### src/rtl/fu_issue_queue_if.sv
// Dispatch-side and issue-side handshake bundle for fu_issue_queue.
// slave: the queue itself; master: the dispatch stage plus the function units.
interface fu_issue_queue_if #(
  parameter int WORD_W   = 32,
  parameter int NUM_FU   = 5,
  parameter int FU_IDX_W = 3
);
  logic                       disp_valid;
  logic                       disp_ready;
  logic [FU_IDX_W-1:0]        disp_fu_index;
  logic [WORD_W-1:0]          disp_data;
  logic                       disp_err;
  logic [NUM_FU-1:0]          iss_valid;
  logic [NUM_FU-1:0]          iss_ready;
  logic [NUM_FU*WORD_W-1:0]   iss_data;

  modport slave (
    input  disp_valid, disp_fu_index, disp_data, iss_ready,
    output disp_ready, disp_err, iss_valid, iss_data
  );

  modport master (
    output disp_valid, disp_fu_index, disp_data, iss_ready,
    input  disp_ready, disp_err, iss_valid, iss_data
  );
endinterface

### src/rtl/fu_issue_queue.sv
// Per-FU in-order issue queues fed by one dispatch port, one valid/ready issue port per FU.
// Optional zero-latency empty-queue bypass enabled by defining FU_ISSUE_BYPASS_EN.
module fu_issue_queue #(
  parameter int WORD_W   = 32,
  parameter int NUM_FU   = 5,
  parameter int DEPTH    = 4,
  parameter int FU_IDX_W = 3
) (
  input  logic                CLK,
  input  logic                RST,
  input  logic                flush,
  fu_issue_queue_if.slave     q_if
);

  localparam int PTR_W = $clog2(DEPTH);
  localparam int CNT_W = PTR_W + 1;

  typedef logic [PTR_W-1:0] ptr_t;
  typedef logic [CNT_W-1:0] cnt_t;

  logic [WORD_W-1:0] mem_q [NUM_FU][DEPTH];
  ptr_t              wptr_q [NUM_FU];
  ptr_t              wptr_d [NUM_FU];
  ptr_t              rptr_q [NUM_FU];
  ptr_t              rptr_d [NUM_FU];
  cnt_t              cnt_q  [NUM_FU];
  cnt_t              cnt_d  [NUM_FU];
  logic              disp_err_q;

  logic              legal;
  logic [NUM_FU-1:0] tgt;
  logic [NUM_FU-1:0] full;
  logic [NUM_FU-1:0] empty;
  logic [NUM_FU-1:0] byp;
  logic [NUM_FU-1:0] enq;
  logic [NUM_FU-1:0] deq;

  assign legal = {1'b0, q_if.disp_fu_index} < (FU_IDX_W+1)'(NUM_FU);

  // One-hot target decode; a set bit always implies a legal index.
  always_comb begin
    tgt   = '0;
    full  = '0;
    empty = '0;
    for (int i = 0; i < NUM_FU; i++) begin
      tgt[i]   = (q_if.disp_fu_index == FU_IDX_W'(i));
      full[i]  = (cnt_q[i] == CNT_W'(DEPTH));
      empty[i] = (cnt_q[i] == '0);
    end
  end

  // Illegal indices are always accepted so they drain; iss_ready is not consulted.
  assign q_if.disp_ready = !legal || |(tgt & ~full);

  always_comb begin
    byp = '0;
`ifdef FU_ISSUE_BYPASS_EN
    for (int i = 0; i < NUM_FU; i++)
      byp[i] = q_if.disp_valid & tgt[i] & empty[i] & q_if.iss_ready[i] & ~flush;
`endif
  end

  // Flush discards every handshake in its cycle.
  always_comb begin
    enq = '0;
    deq = '0;
    for (int i = 0; i < NUM_FU; i++) begin
      enq[i] = q_if.disp_valid & tgt[i] & ~full[i] & ~byp[i] & ~flush;
      deq[i] = ~empty[i] & q_if.iss_ready[i] & ~flush;
    end
  end

  // NOTE: every next-state signal gets a default before any branch, so no latch is inferred.
  always_comb begin
    for (int i = 0; i < NUM_FU; i++) begin
      wptr_d[i] = wptr_q[i];
      rptr_d[i] = rptr_q[i];
      cnt_d[i]  = cnt_q[i];
      if (flush) begin
        wptr_d[i] = '0;
        rptr_d[i] = '0;
        cnt_d[i]  = '0;
      end else begin
        if (enq[i]) wptr_d[i] = wptr_q[i] + PTR_W'(1);
        if (deq[i]) rptr_d[i] = rptr_q[i] + PTR_W'(1);
        case ({enq[i], deq[i]})
          2'b10:   cnt_d[i] = cnt_q[i] + CNT_W'(1);
          2'b01:   cnt_d[i] = cnt_q[i] - CNT_W'(1);
          default: cnt_d[i] = cnt_q[i];
        endcase
      end
    end
  end

  always_comb begin
    q_if.iss_valid = '0;
    q_if.iss_data  = '0;
    for (int i = 0; i < NUM_FU; i++) begin
      q_if.iss_valid[i] = ~empty[i] | byp[i];
      q_if.iss_data[i*WORD_W +: WORD_W] = byp[i] ? q_if.disp_data : mem_q[i][rptr_q[i]];
    end
  end

  assign q_if.disp_err = disp_err_q;

  // NOTE: storage is cleared on reset so iss_data reads 0 out of reset; state uses non-blocking updates only.
  always_ff @(posedge CLK) begin
    if (RST) begin
      disp_err_q <= 1'b0;
      for (int i = 0; i < NUM_FU; i++) begin
        wptr_q[i] <= '0;
        rptr_q[i] <= '0;
        cnt_q[i]  <= '0;
        for (int j = 0; j < DEPTH; j++) mem_q[i][j] <= '0;
      end
    end else begin
      disp_err_q <= q_if.disp_valid & ~legal;
      for (int i = 0; i < NUM_FU; i++) begin
        wptr_q[i] <= wptr_d[i];
        rptr_q[i] <= rptr_d[i];
        cnt_q[i]  <= cnt_d[i];
        if (enq[i]) mem_q[i][wptr_q[i]] <= q_if.disp_data;
      end
    end
  end

endmodule

### src/flat_wrapper.sv
// flat-port wrapper written by rule: the top's interface ports become plain ports
module fu_issue_queue_flat 
#(
  parameter int WORD_W   = 32,
  parameter int NUM_FU   = 5,
  parameter int DEPTH    = 4,
  parameter int FU_IDX_W = 3
)
  (CLK, RST, flush, q_if_disp_valid, q_if_disp_fu_index, q_if_disp_data, q_if_iss_ready, q_if_disp_ready, q_if_disp_err, q_if_iss_valid, q_if_iss_data);
  fu_issue_queue_if #(.WORD_W(WORD_W), .NUM_FU(NUM_FU), .FU_IDX_W(FU_IDX_W)) q_if_i ();
  input  logic CLK;
  input  logic RST;
  input  logic flush;
  input wire logic [$bits(q_if_i.disp_valid)-1:0] q_if_disp_valid;
  input wire logic [$bits(q_if_i.disp_fu_index)-1:0] q_if_disp_fu_index;
  input wire logic [$bits(q_if_i.disp_data)-1:0] q_if_disp_data;
  input wire logic [$bits(q_if_i.iss_ready)-1:0] q_if_iss_ready;
  output wire logic [$bits(q_if_i.disp_ready)-1:0] q_if_disp_ready;
  output wire logic [$bits(q_if_i.disp_err)-1:0] q_if_disp_err;
  output wire logic [$bits(q_if_i.iss_valid)-1:0] q_if_iss_valid;
  output wire logic [$bits(q_if_i.iss_data)-1:0] q_if_iss_data;
  assign q_if_i.disp_valid = q_if_disp_valid;
  assign q_if_i.disp_fu_index = q_if_disp_fu_index;
  assign q_if_i.disp_data = q_if_disp_data;
  assign q_if_i.iss_ready = q_if_iss_ready;
  assign q_if_disp_ready = q_if_i.disp_ready;
  assign q_if_disp_err = q_if_i.disp_err;
  assign q_if_iss_valid = q_if_i.iss_valid;
  assign q_if_iss_data = q_if_i.iss_data;
  fu_issue_queue #(.WORD_W(WORD_W), .NUM_FU(NUM_FU), .DEPTH(DEPTH), .FU_IDX_W(FU_IDX_W)) u_core (.CLK(CLK), .RST(RST), .flush(flush), .q_if(q_if_i));
endmodule
### config.mk
export PLATFORM = sky130hd
export DESIGN_NAME = fu_issue_queue_flat
export DESIGN_NICKNAME = d
export VERILOG_FILES = /design/src/rtl/fu_issue_queue_if.sv /design/src/rtl/fu_issue_queue.sv /design/src/flat_wrapper.sv
export SDC_FILE = /design/constraint.sdc
export NUM_CORES = 1
export LEC_CHECK = 0
export CAP_MARGIN = 20
export CELL_PAD_IN_SITES_DETAIL_PLACEMENT = 1
export CELL_PAD_IN_SITES_GLOBAL_PLACEMENT = 1
export CORE_ASPECT_RATIO = 0.7
export CORE_UTILIZATION = 54
export DETAILED_ROUTE_END_ITERATION = 10
export GPL_TIMING_DRIVEN = 1
export HOLD_SLACK_MARGIN = 0.05
export PLACE_DENSITY = 0.87
export SKIP_LAST_GASP = 1
export SLEW_MARGIN = 20
export SYNTH_ARGS = -nofsm -noshare
export SYNTH_HDL_FRONTEND = slang
export SYNTH_SLANG_ARGS = --single-unit
### constraint.sdc
create_clock -name CLK -period 8.5 [get_ports CLK]
set_input_delay 2.55 -clock CLK [delete_from_list [all_inputs] [get_ports CLK]]
set_output_delay 2.55 -clock CLK [all_outputs]
set_load 0.1 [all_outputs]
==> out/results.tsv <==
metric	value	unit
status	complete, but fails checks	
violations	design-rule violations	
powerDensity	196	mW/mm^2
htree_levels	2	
grt_max_degree	55	
place_congestion	0.776	
final_max_slew_viol_count	0	
cts.sinks	676	
cp-start-kind	primary input	
skew	0.0231	ns
ys_seq_area_share	64.6	%
async_flop_share	0	%
holdCritPathClass	reg -> reg	
ys_ff_latch	676	
grt_pass1_vias	19448	
ir_drop	0.000140	V
yosys-top-cells-area	edfxtp_1 (62%), mux4_2 (12%), and2_1 (11%)	
fp-row-count	72	
cts_buffers	61	
cts_setup_buffers	0	
wire_per_inst	31.2	microns
synth_cell_types	41	
ant_nets	0	
rsz0062_at_grt	no	
required	5.95	ns
maxCapViolations	0	
start_util	55.3	%
wl	90.2	mm
coreArea	0.0559	sq mm
tightest_slew	1.15	ns
first_pass_iters	9	
cts-resized-gates	0	
insertedDiodeCount	0	
top_level_ports	211	
drive_gt1_share	17.0	%
clkTransAtPathRegs	0.06	ns
syn_nets	2015	
finalSetupTns	0	ns
antenna_found_initial	5	
tritoncts	built	
die-area	0.0582	sq mm
area_growth	13.7	%
vias	18219	
die_h	202	microns
stdcell_area	0.0351	sq mm
hold_buffers	0	
post-dp-hpwl	54.4	mm
nets	2178	
yosysTopAreaCellShare	62.2	%
grt_usage	31.5	%
clock_path_buffers	3	
clockRootBuffer	clkbuf_16	
crit_type	in -> out	
netlist_area	0.0309	sq mm
arrival	4.57	ns
final_common_cell	edfxtp_1	
grt_pass1_wl	131	mm
yosysTopAreaCell	edfxtp_1	
layout_min_cycle_time	7.12	ns
finalCritPeriodShare	83.8	%
drt_iter0_markers	2107	
drc	28	
synth.avg_cell_area	15.9	sq um
synth_ff_type	edfxtp_1	
syn_inst	1941	
synth_edf_count	640	
clock.fmax	140	MHz
clock_latency	0.65	ns
fin_hold_ws	0.510	ns
crit_fanout	11	
mostFrequentLayoutCells	edfxtp_1 (640), and2_1 (524), clkdlybuf4s50_1 (209), mux4_2 (160), nor2_1 (67)	
via_per_inst	6.30	
dieWidth	288	microns
p_leak	12.2	nW
setup_viol_count_final	0	
power	6.88	mW
end_kind	output port	
finalHoldViolations	0	
yosysWarnings	0	
io_buffers	210	
place_area	0.0333	sq mm
timing.slew.headroom	23.6	%
grt_overflow	0	
[worst paths after layout]
kind                                                  startpoint                          endpoint  slack, ns  depth (start not counted)
worst max-delay path                       q_if_disp_fu_index[0]                   q_if_disp_ready       1.38                          5
worst min-delay path            u_core.wptr_q[0][1]$_SDFFE_PP0N_  u_core.wptr_q[0][1]$_SDFFE_PP0N_       0.51                          2
worst max register to register   u_core.cnt_q[4][2]$_SDFFE_PP0P_   u_core.cnt_q[4][2]$_SDFFE_PP0P_       4.93                          9
worst min register to register  u_core.wptr_q[0][1]$_SDFFE_PP0N_  u_core.wptr_q[0][1]$_SDFFE_PP0N_       0.51                          2
[cell usage after synthesis (5+ instances only)]
| cell | count |
|---|---|
| fa_1 | 5 |
| a21oi_1 | 14 |
| inv_1 | 51 |
| buf_6 | 46 |
| nand2b_1 | 33 |
| xor2_1 | 20 |
| nor3_2 | 45 |
| nor3b_1 | 5 |
| nor4_4 | 16 |
| nor3_1 | 41 |
| o311ai_0 | 5 |
| or3_1 | 12 |
| clkbuf_1 | 81 |
| mux2i_1 | 6 |
| mux4_2 | 160 |
| or3b_2 | 5 |
| nand4_1 | 7 |
| o31ai_1 | 9 |
| and2_1 | 524 |
| a21o_1 | 17 |
| buf_2 | 32 |
| edfxtp_1 | 640 |
| ha_1 | 25 |
| nor2_1 | 67 |
| dfxtp_1 | 36 |
| o21ai_0 | 7 |
| nand2_1 | 12 |
[state kept, by name, indices dropped and copies added (netlist names)]
| signal | flops |
|---|---|
| u_core.cnt_q | 15 |
| u_core.rptr_q | 10 |
| u_core.q_if.disp_err | 1 |
| u_core.mem_q | 640 |
| u_core.wptr_q | 10 |
[cell families (layout without fill, tap and decap cells)]
logic type      Yosys count  in the layout  share of synthesized area, %
xor+xnor                 20             20                         0.567
compound gates           54             54                          1.15
fa+ha+maj                30             30                          1.34
simple gates            781            781                          16.6
mux                     166            166                          11.9
flops                   676            676                          64.6
buf+inv                 214            423                          3.87
[routing by layer]
metal | GRT usage [%] | wire length (microns)
met1 | 41.3 | 33700
met2 | 52.4 | 45000
met3 | 6.48 | 8570
met4 | 11.0 | 2880
met5 | 0 | 0
[power breakdown]
part | switching, mW | internal (mW) | total [mW]
combinational | 0.412 | 0.116 | 0.529
clock | 1.22 | 1.35 | 2.58
sequential | 0.0371 | 3.74 | 3.77
total | 1.67 | 5.21 | 6.88
[cell type report]
| class | instances | area, sq um |
|---|---|---|
| fillers | 4975 | 20800 |
| well taps | 740 | 926 |
| clock inverters | 27 | 151 |
| flip-flops and latches | 676 | 19900 |
| clock buffers | 82 | 1620 |
| inverters | 52 | 195 |
| repair buffers | 262 | 2500 |
| multi-input cells | 1051 | 9770 |
[critical path, cell delays in order]
cell and delay [ns]:
clkdlybuf4s50_1 0.65, or3b_1 0.52, o22ai_1 0.15, or3_1 0.44, buf_4 0.25
[stage by stage]
stage / util [%] / std cells / setup slack [ns]
after floorplan: - / 1941 / 1.88
after global placement: 59.6 / 2780 / 1.47
after detailed placement: 59.7 / 2781 / 1.43
after CTS: 62.8 / 2890 / 1.40
after global routing: 62.8 / 2890 / 1.33
final: 62.8 / 2890 / 1.38
(Power assumes the default switching activity.)
